===== src/rtl/periph_async_ack.sv =====
// Responder side of a four-phase send/ack handshake: synchronises send, buffers bundled data
// in a FWFT FIFO for a valid/ready consumer. Optional parity checking via `PARITY_CHECK_EN.
module periph_async_ack #(
    parameter int DATA_W      = 8,
    parameter int FIFO_DEPTH  = 4,
    parameter int SYNC_STAGES = 2
) (
    input  logic                            clk,
    input  logic                            rst_n,
    input  logic                            send,
    input  logic [DATA_W-1:0]               data_in,
`ifdef PARITY_CHECK_EN
    input  logic                            parity_in,
    output logic                            parity_err,
    output logic [7:0]                      err_cnt,
`endif
    output logic                            ack,
    output logic [DATA_W-1:0]               out_data,
    output logic                            out_valid,
    input  logic                            out_ready,
    output logic [$clog2(FIFO_DEPTH):0]     fifo_count
);

    localparam int PTR_W = $clog2(FIFO_DEPTH);
    localparam int CNT_W = PTR_W + 1;

    typedef enum logic {
        IDLE   = 1'b0,
        ACK_HI = 1'b1
    } state_t;

    state_t                  state_q, state_d;
    logic [SYNC_STAGES-1:0]  sync_q;
    logic                    send_s;
    logic                    ack_q;
    logic [DATA_W-1:0]       mem_q [FIFO_DEPTH];
    logic [PTR_W-1:0]        wr_ptr_q, rd_ptr_q;
    logic [CNT_W-1:0]        count_q, count_d;
    logic                    full_s, pop_s, push_s, capture_s, parity_bad_s;

`ifdef PARITY_CHECK_EN
    logic                    parity_err_q;
    logic [7:0]              err_cnt_q;

    function automatic logic even_parity_bad(input logic [DATA_W-1:0] d, input logic p);
        return (^d) ^ p;
    endfunction

    assign parity_bad_s = even_parity_bad(data_in, parity_in);
    assign parity_err   = parity_err_q;
    assign err_cnt      = err_cnt_q;
`else
    assign parity_bad_s = 1'b0;
`endif

    assign send_s     = sync_q[SYNC_STAGES-1];
    assign full_s     = (count_q == CNT_W'(FIFO_DEPTH));
    assign pop_s      = (count_q != {CNT_W{1'b0}}) && out_ready;
    assign push_s     = capture_s && !parity_bad_s;
    assign ack        = ack_q;
    assign out_data   = mem_q[rd_ptr_q];
    assign out_valid  = (count_q != {CNT_W{1'b0}});
    assign fifo_count = count_q;

    // Synchroniser for the asynchronous send request.
    always_ff @(posedge clk or negedge rst_n) begin
        if (!rst_n) begin
            sync_q <= {SYNC_STAGES{1'b0}};
        end else begin
            sync_q <= {sync_q[SYNC_STAGES-2:0], send};
        end
    end

    // Handshake next-state; a full FIFO holds off the ack unless the word is to be discarded.
    always_comb begin
        state_d   = state_q;
        capture_s = 1'b0;
        case (state_q)
            IDLE: begin
                if (send_s && (!full_s || parity_bad_s)) begin
                    capture_s = 1'b1;
                    state_d   = ACK_HI;
                end else begin
                    state_d   = IDLE;
                end
            end
            ACK_HI: begin
                if (!send_s) begin
                    state_d = IDLE;
                end else begin
                    state_d = ACK_HI;
                end
            end
            default: state_d = IDLE;
        endcase
    end

    // Occupancy update; simultaneous push and pop leave the count unchanged.
    always_comb begin
        count_d = count_q;
        case ({push_s, pop_s})
            2'b10:   count_d = count_q + CNT_W'(1);
            2'b01:   count_d = count_q - CNT_W'(1);
            default: count_d = count_q;
        endcase
    end

    // State, ack and FIFO pointer registers.
    always_ff @(posedge clk or negedge rst_n) begin
        if (!rst_n) begin
            state_q  <= IDLE;
            ack_q    <= 1'b0;
            wr_ptr_q <= {PTR_W{1'b0}};
            rd_ptr_q <= {PTR_W{1'b0}};
            count_q  <= {CNT_W{1'b0}};
        end else begin
            state_q <= state_d;
            ack_q   <= (state_d == ACK_HI);
            count_q <= count_d;
            if (push_s) begin
                wr_ptr_q <= wr_ptr_q + PTR_W'(1);
            end else begin
                wr_ptr_q <= wr_ptr_q;
            end
            if (pop_s) begin
                rd_ptr_q <= rd_ptr_q + PTR_W'(1);
            end else begin
                rd_ptr_q <= rd_ptr_q;
            end
        end
    end

    // FIFO storage; contents are meaningless until written so no reset is needed.
    always_ff @(posedge clk) begin
        if (push_s) begin
            mem_q[wr_ptr_q] <= data_in;
        end
    end

`ifdef PARITY_CHECK_EN
    // Parity error pulse and saturating error counter.
    always_ff @(posedge clk or negedge rst_n) begin
        if (!rst_n) begin
            parity_err_q <= 1'b0;
            err_cnt_q    <= 8'd0;
        end else begin
            parity_err_q <= capture_s && parity_bad_s;
            if (capture_s && parity_bad_s && (err_cnt_q != 8'hFF)) begin
                err_cnt_q <= err_cnt_q + 8'd1;
            end else begin
                err_cnt_q <= err_cnt_q;
            end
        end
    end
`endif

endmodule


===== config.mk =====
export PLATFORM = sky130hd
export DESIGN_NAME = periph_async_ack
export DESIGN_NICKNAME = d
export VERILOG_FILES = /design/src/rtl/periph_async_ack.sv
export SDC_FILE = /design/constraint.sdc
export NUM_CORES = 1
export LEC_CHECK = 0
export CORE_ASPECT_RATIO = 0.5
export CORE_MARGIN = 2
export CORE_UTILIZATION = 30
export CTS_CLUSTER_DIAMETER = 120
export DETAILED_ROUTE_END_ITERATION = 8
export MAX_ROUTING_LAYER = met4
export SYNTH_ARGS = -nofsm -noshare
export SYNTH_HDL_FRONTEND = slang
export SYNTH_SLANG_ARGS = --single-unit

===== constraint.sdc =====
create_clock -name clk -period 2.9 [get_ports clk]
set_clock_uncertainty 0.15 [all_clocks]
set_input_delay 0.435 -clock clk [delete_from_list [all_inputs] [get_ports clk]]
set_output_delay 0.435 -clock clk [all_outputs]
set_load 0.005 [all_outputs]

After elaboration in Yosys (flattened, before gate mapping)
Memories as Yosys holds them, arrays and structs flattened.
Cells that the tools add are included.

cells by class
  divide/modulo/power cells = 0
  $add $sub $neg = 4
  reductions and logical operators = 5
  mux-type cells = 7
  bitwise logic cells = 1
  multipliers = 0
  shift operators = 0
  equality and inequality tests = 3
  magnitude comparators = 0

operator list
  cell                                                                number
  3-bit one-hot mux with 2 select lines                               1
  1-bit 2-to-1 mux                                                    5
  2-bit by 1-bit adder with 2-bit output, second input constant       2
  3-bit by 1-bit adder with 3-bit output, second input constant       1
  3-bit == test, second input constant                                1
  3-bit nonzero test                                                  1
  3-bit by 1-bit subtractor with 3-bit output, second input constant  1
  2-bit by 1-bit == test with 1-bit output, second input constant     1
  2-bit == test, second input constant                                1
  1-bit logical AND                                                   2
  1-bit one-hot mux with 2 select lines                               1
  2-bit nonzero test                                                  1
  1-bit logical NOT                                                   1
  1-bit inverter                                                      1

word-level totals
  flip-flop bits (word level) = 10
  logic and storage cells = 26
  memory bits (read-only) = 0
  memory bits (writable) = 32
  output and inout port bits = 13
  bits in latches = 0
  input port bits = 12
  memories kept = 1

memory list
  memory  words  width  rd ports  clocked after Yosys merged registers in  write ports  RTL line  RTL
  mem_q   4      8      1         0                                        1            36        logic [DATA_W-1:0] mem_q [FIFO_DEPTH];

Longest topological paths before layout
Gate-level depths: netlist of the first run.

  word-level depth = 7
  gate-level depth with buffers = 10
  depth with buffers taken out = 9

Worst setup path after synthesis of the first run
No wires, ideal clock.

  path type = register to register
  start = reg count_q[0], in the netlist fifo_count[0]
  end = reg count_q[2], in the netlist fifo_count[2]
  buffers on the path = 1
  required time = 2.671 ns
  data arrival time = 2.097 ns
  library setup time = 0.079 ns
  stages on the path, launching flop included = 11
  clock period less this slack = 2.326 ns
  path slack = 0.574 ns
  cell sequence = dfrtp_1 or3b_1 and3b_1 buf_6 inv_1 ha_1 inv_1 fa_1 xor2_1 nor2_1 xor2_1

between the ends
  cells in the longest elaborated chain, start to end = 7
  elaborated cells between the ends (all ways) = 13
  classes of those cells = add/sub: 2; eq/ne: 3; mux: 3; reduce/logical: 5

ends and longest elaborated chain
  item                                                                                RTL line  RTL
  from (decl)                                                                         38        logic [CNT_W-1:0] count_q, count_d;
  from (signal assigned)                                                              115       count_q <= {CNT_W{1'b0}};
  from (signal assigned)                                                              119       count_q <= count_d;
  3-bit == test                                                                       57        assign full_s = (count_q == CNT_W'(FIFO_DEPTH));
  1-bit logical NOT                                                                   80        if (send_s && (!full_s || parity_bad_s)) begin
  1-bit logical AND                                                                   80
  1-bit 2-to-1 mux                                                                    80
  1-bit 2-to-1 mux                                                                    78        case (state_q)
  2-bit by 1-bit == test with 1-bit output / 2-bit == test (equally long branches)    101       case ({push_s, pop_s})
  3-bit one-hot mux with 2 select lines / 2-bit nonzero test (equally long branches)  -

Several ways; a longest one is shown, not always the timed one.
A chain may end at the register's enable or synchronous reset.

Worst setup path in the final report of the first run
  start = reg rd_ptr_q[0]
  end = out out_data[2]

between the ends
  cells in the longest elaborated chain, start to end = 1

ends and longest elaborated chain
  item                    RTL line  RTL
  from (decl)             37        logic [PTR_W-1:0] wr_ptr_q, rd_ptr_q;
  from (signal assigned)  114       rd_ptr_q <= {PTR_W{1'b0}};
  from (signal assigned)  126       rd_ptr_q <= rd_ptr_q + PTR_W'(1);
  from (signal assigned)  128       rd_ptr_q <= rd_ptr_q;
  memory 4 x 8 bit        -
  to (decl)               18        output logic [DATA_W-1:0] out_data,

No other way between the ends.

==> flow_summary.json, run 1 <==
{
  "crit_family": "flip-flops",
  "worst-path-buf-inv": 1,
  "io_buffer_count": 24,
  "power_mw": 1.94,
  "end_kind": "output port",
  "fmax_mhz": 382,
  "maxCapViolCount": 0,
  "grt_pass1_vias": 835,
  "die_h_um": 56.8,
  "cts.clk_slew.worst_paths_ns": 0.07,
  "yosysWarnings": 0,
  "drt_iter0_drc": 29,
  "cts_inserted_buffers": 5,
  "tns_ns": 0,
  "clock-sinks": 42,
  "r2r-start": "fifo_count[0]",
  "synth_cell_types": 22,
  "r2r-end": "fifo_count[2]",
  "vias": 785,
  "final_nets": 131,
  "final_cell_mix": "edfxtp_1, clkdlybuf4s50_1, dfrtp_1, mux4_2, inv_1",
  "cts_tree": "yes",
  "max_stage_delay_ns": 0.69,
  "n_antenna_cell": 0,
  "worst_pin_slew_ns": 0.543,
  "cts_resized": 0,
  "crit_type": "reg2out",
  "finalMaxSlewViolations": 0,
  "clock-root-buffer": "clkbuf_8",
  "cp.depth": 2,
  "drt-total-wl_um": 2580,
  "finalCritPeriodShare": 0.902,
  "hp-class": "reg2reg",
  "crit_end": "out_data[2]",
  "clk_latency_ns": 0.30,
  "initial_core_util": 0.309,
  "route.detailed.drc": 0,
  "syn2layout_area_growth_pct": 25.7,
  "placement_rows": 19,
  "rsz0062_at_grt": "false",
  "io_pins": 25,
  "reg2regPathDepth": 9,
  "dp_hpwl_um": 1730,
  "dp.cells": 179,
  "gp_congestion": 0.764,
  "synth_top_area_cell": "edfxtp_1",
  "slowest_stage": "dfrtp_1",
  "clk_path_buf_depth": 2,
  "slew_headroom": 0.638,
  "grt_pass1_wl_um": 4260,
  "grt_max_degree": 14,
  "ir_drop_v": 0.000270,
  "avgSynthCellArea_sq_um": 19.9,
  "period_minus_slack_ns": 2.62,
  "synth.area.top_cells": "edfxtp_1, dfrtp_1, mux4_2, ha_1, xnor2_1",
  "grtUsageTotal": 0.0991,
  "status": "finished clean",
  "cp_cell_sequence": "mux4_2 > clkdlybuf4s50_1",
  "coreArea_sq_mm": 0.00542,
  "die_w_um": 110,
  "setup_violations": 0,
  "dieArea_sq_mm": 0.00623,
  "synthCells": 84,
  "startpoint": "rd_ptr_q[0]",
  "rrSetupSlack_ns": 0.43,
  "synth-seq-area-share": 0.724,
  "antenna_found_initial": 0,
  "pwr_density_cell_mw_per_mm2": 924,
  "htreeDepth": 2,
  "post_cts_buffers": 0,
  "crit_required_ns": 2.32,
  "holdBufCountCts": 0,
  "overflow": 0,
  "routed_via_density": 4.20,
  "synth_seq_cells": 42,
  "detail_route.wl_per_cell_um": 13.8,
  "p_leak_nw": 0.748,
  "synthDominantCellAreaShare": 0.574,
  "final_common_cell": "edfxtp_1",
  "cp_max_fo": 9,
  "ant_nets": 0,
  "final_cells": 187,
  "first_pass_iters": 4,
  "synth_nets": 102,
  "hold_viol": 0,
  "drive_gt1_frac": 0.193,
  "critPathArrivalTime_ns": 2.03,
  "fill_cells": 517,
  "synth_area_sq_mm": 0.00167,
  "fin_util": 0.388,
  "crit_path_start_kind": "flop"
}
==> registers in the layout, summed over array words and instances (netlist names) <==
| signal | cells |
|---|---|
| ack | 1 |
| fifo_count | 3 |
| mem_q | 32 |
| wr_ptr_q | 2 |
| rd_ptr_q | 2 |
| sync_q | 2 |
==> final cells by class <==
class / instances / area, sq um / share of cell area
clock inverters: 2 / 37.5 / 0.0179
repair buffers: 25 / 248 / 0.118
flip-flops and latches: 42 / 1210 / 0.576
inverters: 6 / 22.5 / 0.0107
multi-input cells: 33 / 419 / 0.199
well taps: 73 / 91.3 / 0.0435
clock buffers: 6 / 72.6 / 0.0345
==> cell usage after synthesis <==
library cell,instances
and2_1,1
and2_2,3
and3b_1,1
buf_1,1
buf_2,1
buf_6,1
dfrtp_1,10
edfxtp_1,32
fa_1,1
ha_1,5
inv_1,6
mux2_4,1
mux2i_1,1
mux4_2,8
nand2_1,1
nor2_1,1
o21a_1,1
o31a_2,1
or3_2,1
or3b_1,1
xnor2_1,3
xor2_1,3
==> layer usage <==
metal | vias up | global-route usage | routed length (um)
met5 | - | - | 0
met4 | 0 | 0.0651 | 68
met3 | 6 | 0.0244 | 84
met2 | 13 | 0.153 | 1340
met1 | 398 | 0.115 | 1090
li1 | 368 | - | -
==> worst register-to-register path, stage by stage, from the launching register on <==
cell     delay [ns]
dfrtp_1        0.44
or3b_1         0.41
and3b_1        0.26
inv_1          0.08
ha_1           0.19
inv_1          0.06
fa_1           0.37
xor2_1         0.16
nor2_1         0.12
xor2_1         0.16
==> kinds of logic (layout without fill, tap and decap cells) <==
logic type | Yosys count | in the layout | share of synthesized area
flops | 42 | 42 | 0.724
mux | 10 | 10 | 0.123
simple gates | 9 | 9 | 0.0366
buf+inv | 9 | 39 | 0.0254
fa+ha+maj | 6 | 6 | 0.0494
xor+xnor | 6 | 6 | 0.0314
compound gates | 2 | 2 | 0.0105
==> report_power, final <==
group / switching, mW / internal (mW)
Combinational: 0.210 / 0.394
Sequential: 0.118 / 0.764
Clock: 0.201 / 0.257
==> worst min-delay path by stage <==
stage                     startpoint         to  slack [ns]  cells after the start
final                      sync_q[0]  sync_q[1]        0.20                      0
after global routing       sync_q[0]  sync_q[1]        0.22                      0
after CTS                  sync_q[0]  sync_q[1]        0.21                      0
after detailed placement   sync_q[0]  sync_q[1]        0.19                      0
after global placement     sync_q[0]  sync_q[1]        0.19                      0
after floorplan                rst_n        ack       -0.01                      0
==> stage by stage <==
step | hold slack [ns] | worst slack, ns | cell area, sq um
final | 0.203 | 0.283 | 2100
after global routing | 0.217 | 0.170 | 2100
after CTS | 0.208 | 0.238 | 2100
after detailed placement | 0.190 | 0.432 | 1990
after global placement | 0.186 | 0.549 | 1990
after floorplan | -0.0106 | 0.574 | 1670
Power figures use the tool's default switching activity.
==> run 2: changes to the inputs <==
HOLD_SLACK_MARGIN = 0.05   (was not set)
==> results of run 2 <==
Same layout as run 1: the final DEF is identical, and so are final timing and power.
